--- src/rtl/mips_pkg.sv ---
// rtl/mips_pkg.sv - MIPS opcode constants, field slices and decode helpers
package mips_pkg;

  localparam logic [5:0] OP_RTYPE = 6'h00;
  localparam logic [5:0] OP_LW    = 6'h23;
  localparam logic [5:0] OP_SW    = 6'h2B;
  localparam logic [5:0] OP_ADDI  = 6'h08;
  localparam logic [5:0] OP_ANDI  = 6'h0C;
  localparam logic [5:0] OP_ORI   = 6'h0D;
  localparam logic [5:0] OP_SLTI  = 6'h0A;
  localparam logic [5:0] OP_LUI   = 6'h0F;

  localparam int OP_MSB    = 31;
  localparam int OP_LSB    = 26;
  localparam int RS_MSB    = 25;
  localparam int RS_LSB    = 21;
  localparam int RT_MSB    = 20;
  localparam int RT_LSB    = 16;
  localparam int RD_MSB    = 15;
  localparam int RD_LSB    = 11;
  localparam int IMM_MSB   = 15;
  localparam int IMM_LSB   = 0;
  localparam int FUNCT_MSB = 5;
  localparam int FUNCT_LSB = 0;

  typedef enum logic {
    LU_CLEAR = 1'b0,
    LU_ARMED = 1'b1
  } lu_state_e;

  function automatic logic writes_reg(input logic [5:0] op);
    logic w;
    case (op)
      OP_RTYPE, OP_LW, OP_ADDI, OP_ANDI, OP_ORI, OP_SLTI, OP_LUI: w = 1'b1;
      default:                                                    w = 1'b0;
    endcase
    return w;
  endfunction

endpackage

--- src/rtl/operand_fetch_stage_if.sv ---
// rtl/operand_fetch_stage_if.sv - ID/EX bundle with valid/ready handshake
interface operand_fetch_stage_if #(
  parameter int DW = 32
);
  logic          out_valid;
  logic          out_ready;
  logic [DW-1:0] out_rs_data;
  logic [DW-1:0] out_rt_data;
  logic [DW-1:0] out_imm;
  logic [5:0]    out_opcode;
  logic [5:0]    out_funct;
  logic [4:0]    out_dest;
  logic          out_reg_write;
  logic          out_mem_read;

  modport master (
    output out_valid, out_rs_data, out_rt_data, out_imm, out_opcode,
           out_funct, out_dest, out_reg_write, out_mem_read,
    input  out_ready
  );

  modport slave (
    input  out_valid, out_rs_data, out_rt_data, out_imm, out_opcode,
           out_funct, out_dest, out_reg_write, out_mem_read,
    output out_ready
  );
endinterface

--- src/rtl/operand_fetch_stage_bypass.sv ---
// rtl/operand_fetch_stage_bypass.sv - one read port: $zero, writeback bypass or RF data
module operand_bypass #(
  parameter int DW = 32
) (
  input  logic [4:0]    reg_addr_i,
  input  logic [DW-1:0] rf_data_i,
  input  logic          wb_reg_write_i,
  input  logic [4:0]    wb_write_reg_i,
  input  logic [DW-1:0] wb_write_data_i,
  output logic [DW-1:0] operand_o
);

  always_comb begin
    operand_o = rf_data_i;
    if (reg_addr_i == 5'd0) begin
      operand_o = '0;
    end else if (wb_reg_write_i && (wb_write_reg_i == reg_addr_i)) begin
      operand_o = wb_write_data_i;
    end
  end

endmodule

--- src/rtl/operand_fetch_stage.sv ---
// rtl/operand_fetch_stage.sv - decode/operand fetch into the ID/EX register
// with writeback bypass, held-bundle snooping and load-use bubble insertion.
module operand_fetch_stage
  import mips_pkg::*;
#(
  parameter int LU_STALL = 1,
  parameter int DW       = 32
) (
  input  logic                  clk,
  input  logic                  reset,
  input  logic                  in_valid,
  output logic                  in_ready,
  input  logic [31:0]           in_instr,
  input  logic                  flush,
  output logic [4:0]            rf_read_reg1,
  output logic [4:0]            rf_read_reg2,
  input  logic [DW-1:0]         rf_read_data1,
  input  logic [DW-1:0]         rf_read_data2,
  input  logic                  wb_reg_write,
  input  logic [4:0]            wb_write_reg,
  input  logic [DW-1:0]         wb_write_data,
  operand_fetch_stage_if.master ex
);

  localparam logic [1:0] LU_STALL_CNT = 2'(LU_STALL);

  logic [5:0]    opcode;
  logic [4:0]    rs;
  logic [4:0]    rt;
  logic [4:0]    rd;
  logic [5:0]    funct;
  logic [DW-1:0] imm_ext;
  logic [4:0]    dest;
  logic [DW-1:0] rs_operand;
  logic [DW-1:0] rt_operand;

  logic          valid_q, valid_d;
  logic [DW-1:0] rs_data_q, rs_data_d;
  logic [DW-1:0] rt_data_q, rt_data_d;
  logic [DW-1:0] imm_q, imm_d;
  logic [5:0]    opcode_q, opcode_d;
  logic [5:0]    funct_q, funct_d;
  logic [4:0]    dest_q, dest_d;
  logic          reg_write_q, reg_write_d;
  logic          mem_read_q, mem_read_d;
  logic [4:0]    rs_q, rs_d;
  logic [4:0]    rt_q, rt_d;

  lu_state_e     lu_state_q, lu_state_d;
  logic [1:0]    lu_cnt_q, lu_cnt_d;
  logic [4:0]    lu_dest_q, lu_dest_d;

  logic          hazard;
  logic          accept;
  logic          consume;

  assign opcode  = in_instr[OP_MSB:OP_LSB];
  assign rs      = in_instr[RS_MSB:RS_LSB];
  assign rt      = in_instr[RT_MSB:RT_LSB];
  assign rd      = in_instr[RD_MSB:RD_LSB];
  assign funct   = in_instr[FUNCT_MSB:FUNCT_LSB];
  assign imm_ext = {{(DW-16){in_instr[IMM_MSB]}}, in_instr[IMM_MSB:IMM_LSB]};
  assign dest    = (opcode == OP_RTYPE) ? rd : rt;

  assign rf_read_reg1 = rs;
  assign rf_read_reg2 = rt;

  operand_bypass #(.DW(DW)) u_bypass_rs (
    .reg_addr_i      (rs),
    .rf_data_i       (rf_read_data1),
    .wb_reg_write_i  (wb_reg_write),
    .wb_write_reg_i  (wb_write_reg),
    .wb_write_data_i (wb_write_data),
    .operand_o       (rs_operand)
  );

  operand_bypass #(.DW(DW)) u_bypass_rt (
    .reg_addr_i      (rt),
    .rf_data_i       (rf_read_data2),
    .wb_reg_write_i  (wb_reg_write),
    .wb_write_reg_i  (wb_write_reg),
    .wb_write_data_i (wb_write_data),
    .operand_o       (rt_operand)
  );

  // rt is compared even for opcodes that do not read it; a spare bubble is cheaper than a decode.
  assign hazard = (lu_state_q == LU_ARMED) && in_valid && (lu_dest_q != 5'd0) &&
                  ((rs == lu_dest_q) || (rt == lu_dest_q));

  assign in_ready = !reset && !flush && !hazard && (!valid_q || ex.out_ready);
  assign accept   = in_valid && in_ready;
  assign consume  = valid_q && ex.out_ready;

  always_comb begin
    valid_d     = valid_q;
    rs_data_d   = rs_data_q;
    rt_data_d   = rt_data_q;
    imm_d       = imm_q;
    opcode_d    = opcode_q;
    funct_d     = funct_q;
    dest_d      = dest_q;
    reg_write_d = reg_write_q;
    mem_read_d  = mem_read_q;
    rs_d        = rs_q;
    rt_d        = rt_q;
    if (flush) begin
      valid_d = 1'b0;
    end else if (accept) begin
      valid_d     = 1'b1;
      rs_data_d   = rs_operand;
      rt_data_d   = rt_operand;
      imm_d       = imm_ext;
      opcode_d    = opcode;
      funct_d     = funct;
      dest_d      = dest;
      reg_write_d = writes_reg(opcode);
      mem_read_d  = (opcode == OP_LW);
      rs_d        = rs;
      rt_d        = rt;
    end else if (consume) begin
      valid_d = 1'b0;
    end else begin
      // RegisterFile output would be stale for a held bundle, so catch writes here.
      if (wb_reg_write && (wb_write_reg != 5'd0) && (wb_write_reg == rs_q)) begin
        rs_data_d = wb_write_data;
      end
      if (wb_reg_write && (wb_write_reg != 5'd0) && (wb_write_reg == rt_q)) begin
        rt_data_d = wb_write_data;
      end
    end
  end

  always_comb begin
    lu_state_d = lu_state_q;
    lu_cnt_d   = lu_cnt_q;
    lu_dest_d  = lu_dest_q;
    if (flush) begin
      lu_state_d = LU_CLEAR;
      lu_cnt_d   = 2'd0;
    end else if (consume && mem_read_q && (dest_q != 5'd0)) begin
      lu_state_d = LU_ARMED;
      lu_cnt_d   = LU_STALL_CNT;
      lu_dest_d  = dest_q;
    end else begin
      case (lu_state_q)
        LU_ARMED: begin
          lu_cnt_d   = lu_cnt_q - 2'd1;
          lu_state_d = (lu_cnt_q == 2'd1) ? LU_CLEAR : LU_ARMED;
        end
        default: begin
          lu_state_d = LU_CLEAR;
        end
      endcase
    end
  end

  always_ff @(posedge clk) begin
    if (reset) begin
      valid_q     <= 1'b0;
      rs_data_q   <= '0;
      rt_data_q   <= '0;
      imm_q       <= '0;
      opcode_q    <= '0;
      funct_q     <= '0;
      dest_q      <= '0;
      reg_write_q <= 1'b0;
      mem_read_q  <= 1'b0;
      rs_q        <= '0;
      rt_q        <= '0;
      lu_state_q  <= LU_CLEAR;
      lu_cnt_q    <= 2'd0;
      lu_dest_q   <= '0;
    end else begin
      valid_q     <= valid_d;
      rs_data_q   <= rs_data_d;
      rt_data_q   <= rt_data_d;
      imm_q       <= imm_d;
      opcode_q    <= opcode_d;
      funct_q     <= funct_d;
      dest_q      <= dest_d;
      reg_write_q <= reg_write_d;
      mem_read_q  <= mem_read_d;
      rs_q        <= rs_d;
      rt_q        <= rt_d;
      lu_state_q  <= lu_state_d;
      lu_cnt_q    <= lu_cnt_d;
      lu_dest_q   <= lu_dest_d;
    end
  end

  assign ex.out_valid     = valid_q;
  assign ex.out_rs_data   = rs_data_q;
  assign ex.out_rt_data   = rt_data_q;
  assign ex.out_imm       = imm_q;
  assign ex.out_opcode    = opcode_q;
  assign ex.out_funct     = funct_q;
  assign ex.out_dest      = dest_q;
  assign ex.out_reg_write = reg_write_q;
  assign ex.out_mem_read  = mem_read_q;

endmodule
--- src/flat_wrapper.sv ---
// flat-port wrapper written by rule: the top's interface ports become plain ports
module operand_fetch_stage_flat import mips_pkg::*;
#(
  parameter int LU_STALL = 1,
  parameter int DW       = 32
)
  (clk, reset, in_valid, in_ready, in_instr, flush, rf_read_reg1, rf_read_reg2, rf_read_data1, rf_read_data2, wb_reg_write, wb_write_reg, wb_write_data, ex_out_valid, ex_out_rs_data, ex_out_rt_data, ex_out_imm, ex_out_opcode, ex_out_funct, ex_out_dest, ex_out_reg_write, ex_out_mem_read, ex_out_ready);
  operand_fetch_stage_if #(.DW(DW)) ex_i ();
  input  logic clk;
  input  logic reset;
  input  logic in_valid;
  output logic in_ready;
  input  logic [31:0] in_instr;
  input  logic flush;
  output logic [4:0] rf_read_reg1;
  output logic [4:0] rf_read_reg2;
  input  logic [DW-1:0] rf_read_data1;
  input  logic [DW-1:0] rf_read_data2;
  input  logic wb_reg_write;
  input  logic [4:0] wb_write_reg;
  input  logic [DW-1:0] wb_write_data;
  output wire logic [$bits(ex_i.out_valid)-1:0] ex_out_valid;
  output wire logic [$bits(ex_i.out_rs_data)-1:0] ex_out_rs_data;
  output wire logic [$bits(ex_i.out_rt_data)-1:0] ex_out_rt_data;
  output wire logic [$bits(ex_i.out_imm)-1:0] ex_out_imm;
  output wire logic [$bits(ex_i.out_opcode)-1:0] ex_out_opcode;
  output wire logic [$bits(ex_i.out_funct)-1:0] ex_out_funct;
  output wire logic [$bits(ex_i.out_dest)-1:0] ex_out_dest;
  output wire logic [$bits(ex_i.out_reg_write)-1:0] ex_out_reg_write;
  output wire logic [$bits(ex_i.out_mem_read)-1:0] ex_out_mem_read;
  input wire logic [$bits(ex_i.out_ready)-1:0] ex_out_ready;
  assign ex_out_valid = ex_i.out_valid;
  assign ex_out_rs_data = ex_i.out_rs_data;
  assign ex_out_rt_data = ex_i.out_rt_data;
  assign ex_out_imm = ex_i.out_imm;
  assign ex_out_opcode = ex_i.out_opcode;
  assign ex_out_funct = ex_i.out_funct;
  assign ex_out_dest = ex_i.out_dest;
  assign ex_out_reg_write = ex_i.out_reg_write;
  assign ex_out_mem_read = ex_i.out_mem_read;
  assign ex_i.out_ready = ex_out_ready;
  operand_fetch_stage #(.LU_STALL(LU_STALL), .DW(DW)) u_core (.clk(clk), .reset(reset), .in_valid(in_valid), .in_ready(in_ready), .in_instr(in_instr), .flush(flush), .rf_read_reg1(rf_read_reg1), .rf_read_reg2(rf_read_reg2), .rf_read_data1(rf_read_data1), .rf_read_data2(rf_read_data2), .wb_reg_write(wb_reg_write), .wb_write_reg(wb_write_reg), .wb_write_data(wb_write_data), .ex(ex_i));
endmodule
--- config.mk ---
export PLATFORM = sky130hd
export DESIGN_NAME = operand_fetch_stage_flat
export DESIGN_NICKNAME = d
export VERILOG_FILES = /design/src/rtl/mips_pkg.sv /design/src/rtl/operand_fetch_stage_if.sv /design/src/rtl/operand_fetch_stage_bypass.sv /design/src/rtl/operand_fetch_stage.sv /design/src/flat_wrapper.sv
export SDC_FILE = /design/constraint.sdc
export NUM_CORES = 1
export LEC_CHECK = 0
export BUFFER_PORTS_ARGS = -buffer_cell sky130_fd_sc_hd__buf_2
export CAP_MARGIN = 20
export CELL_PAD_IN_SITES_DETAIL_PLACEMENT = 0
export CELL_PAD_IN_SITES_GLOBAL_PLACEMENT = 1
export CORE_MARGIN = 10
export CORE_UTILIZATION = 39
export CTS_CLUSTER_SIZE = 16
export DETAILED_ROUTE_END_ITERATION = 8
export PLACE_DENSITY_LB_ADDON = 0.1
export SETUP_SLACK_MARGIN = 0.3
export SYNTH_ARGS = -nofsm -noshare
export SYNTH_HDL_FRONTEND = slang
export SYNTH_HIERARCHICAL = 1
export SYNTH_SLANG_ARGS = --single-unit
--- constraint.sdc ---
create_clock -name clk -period 3.9 [get_ports clk]
set_input_delay 0.585 -clock clk [delete_from_list [all_inputs] [get_ports clk]]
set_output_delay 0.585 -clock clk [all_outputs]
set_load 0.01 [all_outputs]
==> flow_summary.ini <==
[finish]
fillers = 1790
utilization = 0.481
syn2layout_area_growth_pct = 21.5
drive_above_1_share = 0.402
fin_area_um2 = 8610
nNetsFinal = 1112

[yosys]
synth_area_leaders = dfxtp_1 (32%), mux2i_1 (11%), a221oi_2 (11%), nand4_1 (5.6%), mux2_2 (5.1%)
yosysTopAreaCell = dfxtp_1
syn_inst = 787
synth_top_area_share = 0.316
synth_most_common_cell = dfxtp_1
synth-main-ff-cell = dfxtp_1
ys_ff_latch = 112
seq_area_frac_synth = 0.316
yosys_warnings = 6
syn-cell-area_um2 = 7090
synth.distinct_cells = 40
async_reset_ff_frac = 0
avgSynthCellArea_um2 = 9.01
yosys-top-cells-count = dfxtp_1 (112), mux2i_1 (81), nor2_1 (73), nand2_1 (72), nand4_1 (64)
synth-edff-count = 0
postSynthNetCount = 927

[routing]
first_pass_iters = 5
routed_wl_um = 24600
ant_nets = 0
first_iter_violations = 390
drcViolationCount = 0
num_vias = 6566
wl_per_cell_um = 20.3
via_per_inst = 5.43

[power_and_ir_drop]
vdd_drop_max_mv = 0.241
p_leak_nw = 3.75
p_per_area_nw_per_um2 = 327

[die]
fp.dieH_um = 155
rows = 49
die-area_um2 = 24000
core_region_area_um2 = 17900
die_w_um = 155
start_util = 0.396
ioPinCount = 266

[grt]
grt_pass1_vias = 6731
grt_pass1_wl_um = 38200
antenna_found_initial = 3
grt_max_degree = 65
overflow = 0
grt_util_all_layers = 0.195

[worst_hold_path]
hold_depth = 2
holdPathEnd = u_core/ex.out_imm[7]
worstHoldPathType = in -> reg
worstHoldStart = in_instr[7]

[worst_setup_path]
cp.required_ns = 4.17
start_kind = input pin
path_max_fanout = 22
r2r-start = u_core/ex.out_valid
worstReg2RegEnd = u_core/ex.out_rt_data[10]
r2r_slack_ns = 1.27
critical_path_class = in -> reg
crit_path_end_kind = register
cp.arrival_ns = 3.01
r2r_cells = 6

[cts]
clkSlewWorstSetupHoldPaths_ns = 0.08
cts_tree = yes
hold_buffers = 0
cts_inserted_buffers = 9
htreeDepth = 3
cts_root_buf = clkbuf_16
post_cts_buffers = 0
clk_latency_ns = 0.36
post_cts_resized = 0
clock-sinks = 112
cts_buffer_depth = 2

[timing]
worst_slew_pin_slew_ns = 1.00
max_freq_ghz = 0.365
fin_setup_tns_ns = 0
fin_crit_sh = 0.703
slew_viol_final = 0
setup_violations = 0
clock_skew_ns = 0.00773
rsz0062_at_grt = false
hold_viol = 0
fin_crit_ns = 2.74
slew_headroom = 0.327
holdWs_ns = 0.448

[place]
postPlaceCellArea_um2 = 8280
dpl.hpwl_um = 16900
finalWeightedCongestion = 0.792
io_buffers = 265

[flow_run]
maxCapViolations = 0

[status]
status = finished clean
## cell type report
type	count	area [µm²]	share of cell area
flip-flops and latches	112	2240	0.260
diodes	4	10.0	0.00116
clock inverters	3	65.1	0.00755
multi-input cells	563	4220	0.489
repair buffers	283	1530	0.177
well taps	229	287	0.0333
inverters	3	11.3	0.00131
clock buffers	12	256	0.0298
## registers in the layout (all words and copies together), names as in the netlist, 2 cells and up
| signal | flops |
|---|---|
| u_core/ex.out_rs_data | 32 |
| u_core/ex.out_rt_data | 32 |
| u_core/ex.out_imm | 16 |
| u_core/ex.out_opcode | 6 |
| u_core/ex.out_dest | 5 |
| u_core/lu_dest_q | 5 |
| u_core/rs_q | 5 |
| u_core/rt_q | 5 |
| u_core/lu_cnt_q | 2 |
## worst max-delay path by stage
stage               cells after the start       startpoint                        end  slack [ns]
detailed placement                      7  wb_write_reg[2]  u_core/ex.out_rt_data[13]        0.75
finish                                  7  wb_write_reg[2]  u_core/ex.out_rt_data[10]        1.16
floorplan                               6  wb_write_reg[1]  u_core/ex.out_rs_data[29]        1.72
global route                            7  wb_write_reg[2]  u_core/ex.out_rt_data[11]        1.02
global placement                        7  wb_write_reg[2]  u_core/ex.out_rt_data[12]        0.81
CTS                                     7  wb_write_reg[2]  u_core/ex.out_rt_data[10]        1.13
## stage by stage
step / std cells / power (mW) / setup slack, ns
CTS: 1205 / 2.85 / 1.13
global route: 1207 / 2.95 / 1.02
detailed placement: 1190 / 1.81 / 0.745
finish: 1209 / 2.82 / 1.16
floorplan: 787 / 1.59 / 1.72
global placement: 1190 / 1.81 / 0.810
## worst max-delay path, cell delays in order
cell       delay (ns)
buf_2            0.16
or4_1            0.17
o2111ai_2        0.19
nor4_4           0.93
buf_4            0.52
mux2i_1          0.16
a221oi_2         0.27
## cell families (layout without fill, tap and decap cells)
family                   count (synthesis)  in the layout  share of synthesized area
flip-flops                             112            112                      0.316
AND/OR/NAND/NOR                        277            277                      0.202
adder cells (fa/ha/maj)                  2              2                    0.00318
other                                    0              4                          0
XOR/XNOR                                31             31                     0.0383
AO/OA/AOI/OAI                          140            140                      0.182
multiplexers                           113            113                      0.165
buffers and inverters                  112            301                     0.0928
## placed cells by master (no fill, tap or decap), types with 5 or more instances in the layout
cell	instances
nand2b_1	11
dfxtp_1	112
nand2_1	69
clkbuf_16	9
mux2i_1	81
o21ai_1	20
buf_4	14
a221oi_2	52
nor2b_1	32
nand4_1	64
mux2_2	32
buf_12	5
o21ai_0	46
xor2_1	12
buf_2	264
a221oi_1	12
nor2_1	73
xnor2_1	19
## per-layer routing
metal | vias up | wire [µm] | GRT usage
met5 | - | 0 | 0
met4 | 0 | 365 | 0.0567
met3 | 19 | 2070 | 0.0674
met2 | 210 | 11300 | 0.313
met1 | 3129 | 10900 | 0.240
li1 | 3208 | - | -
## power by group
group          total [mW]  switching [mW]  internal, mW
clock network        1.03           0.439         0.595
registers            1.24          0.0347          1.20
logic               0.544           0.310         0.234
Power figures use the tool's default switching activity.
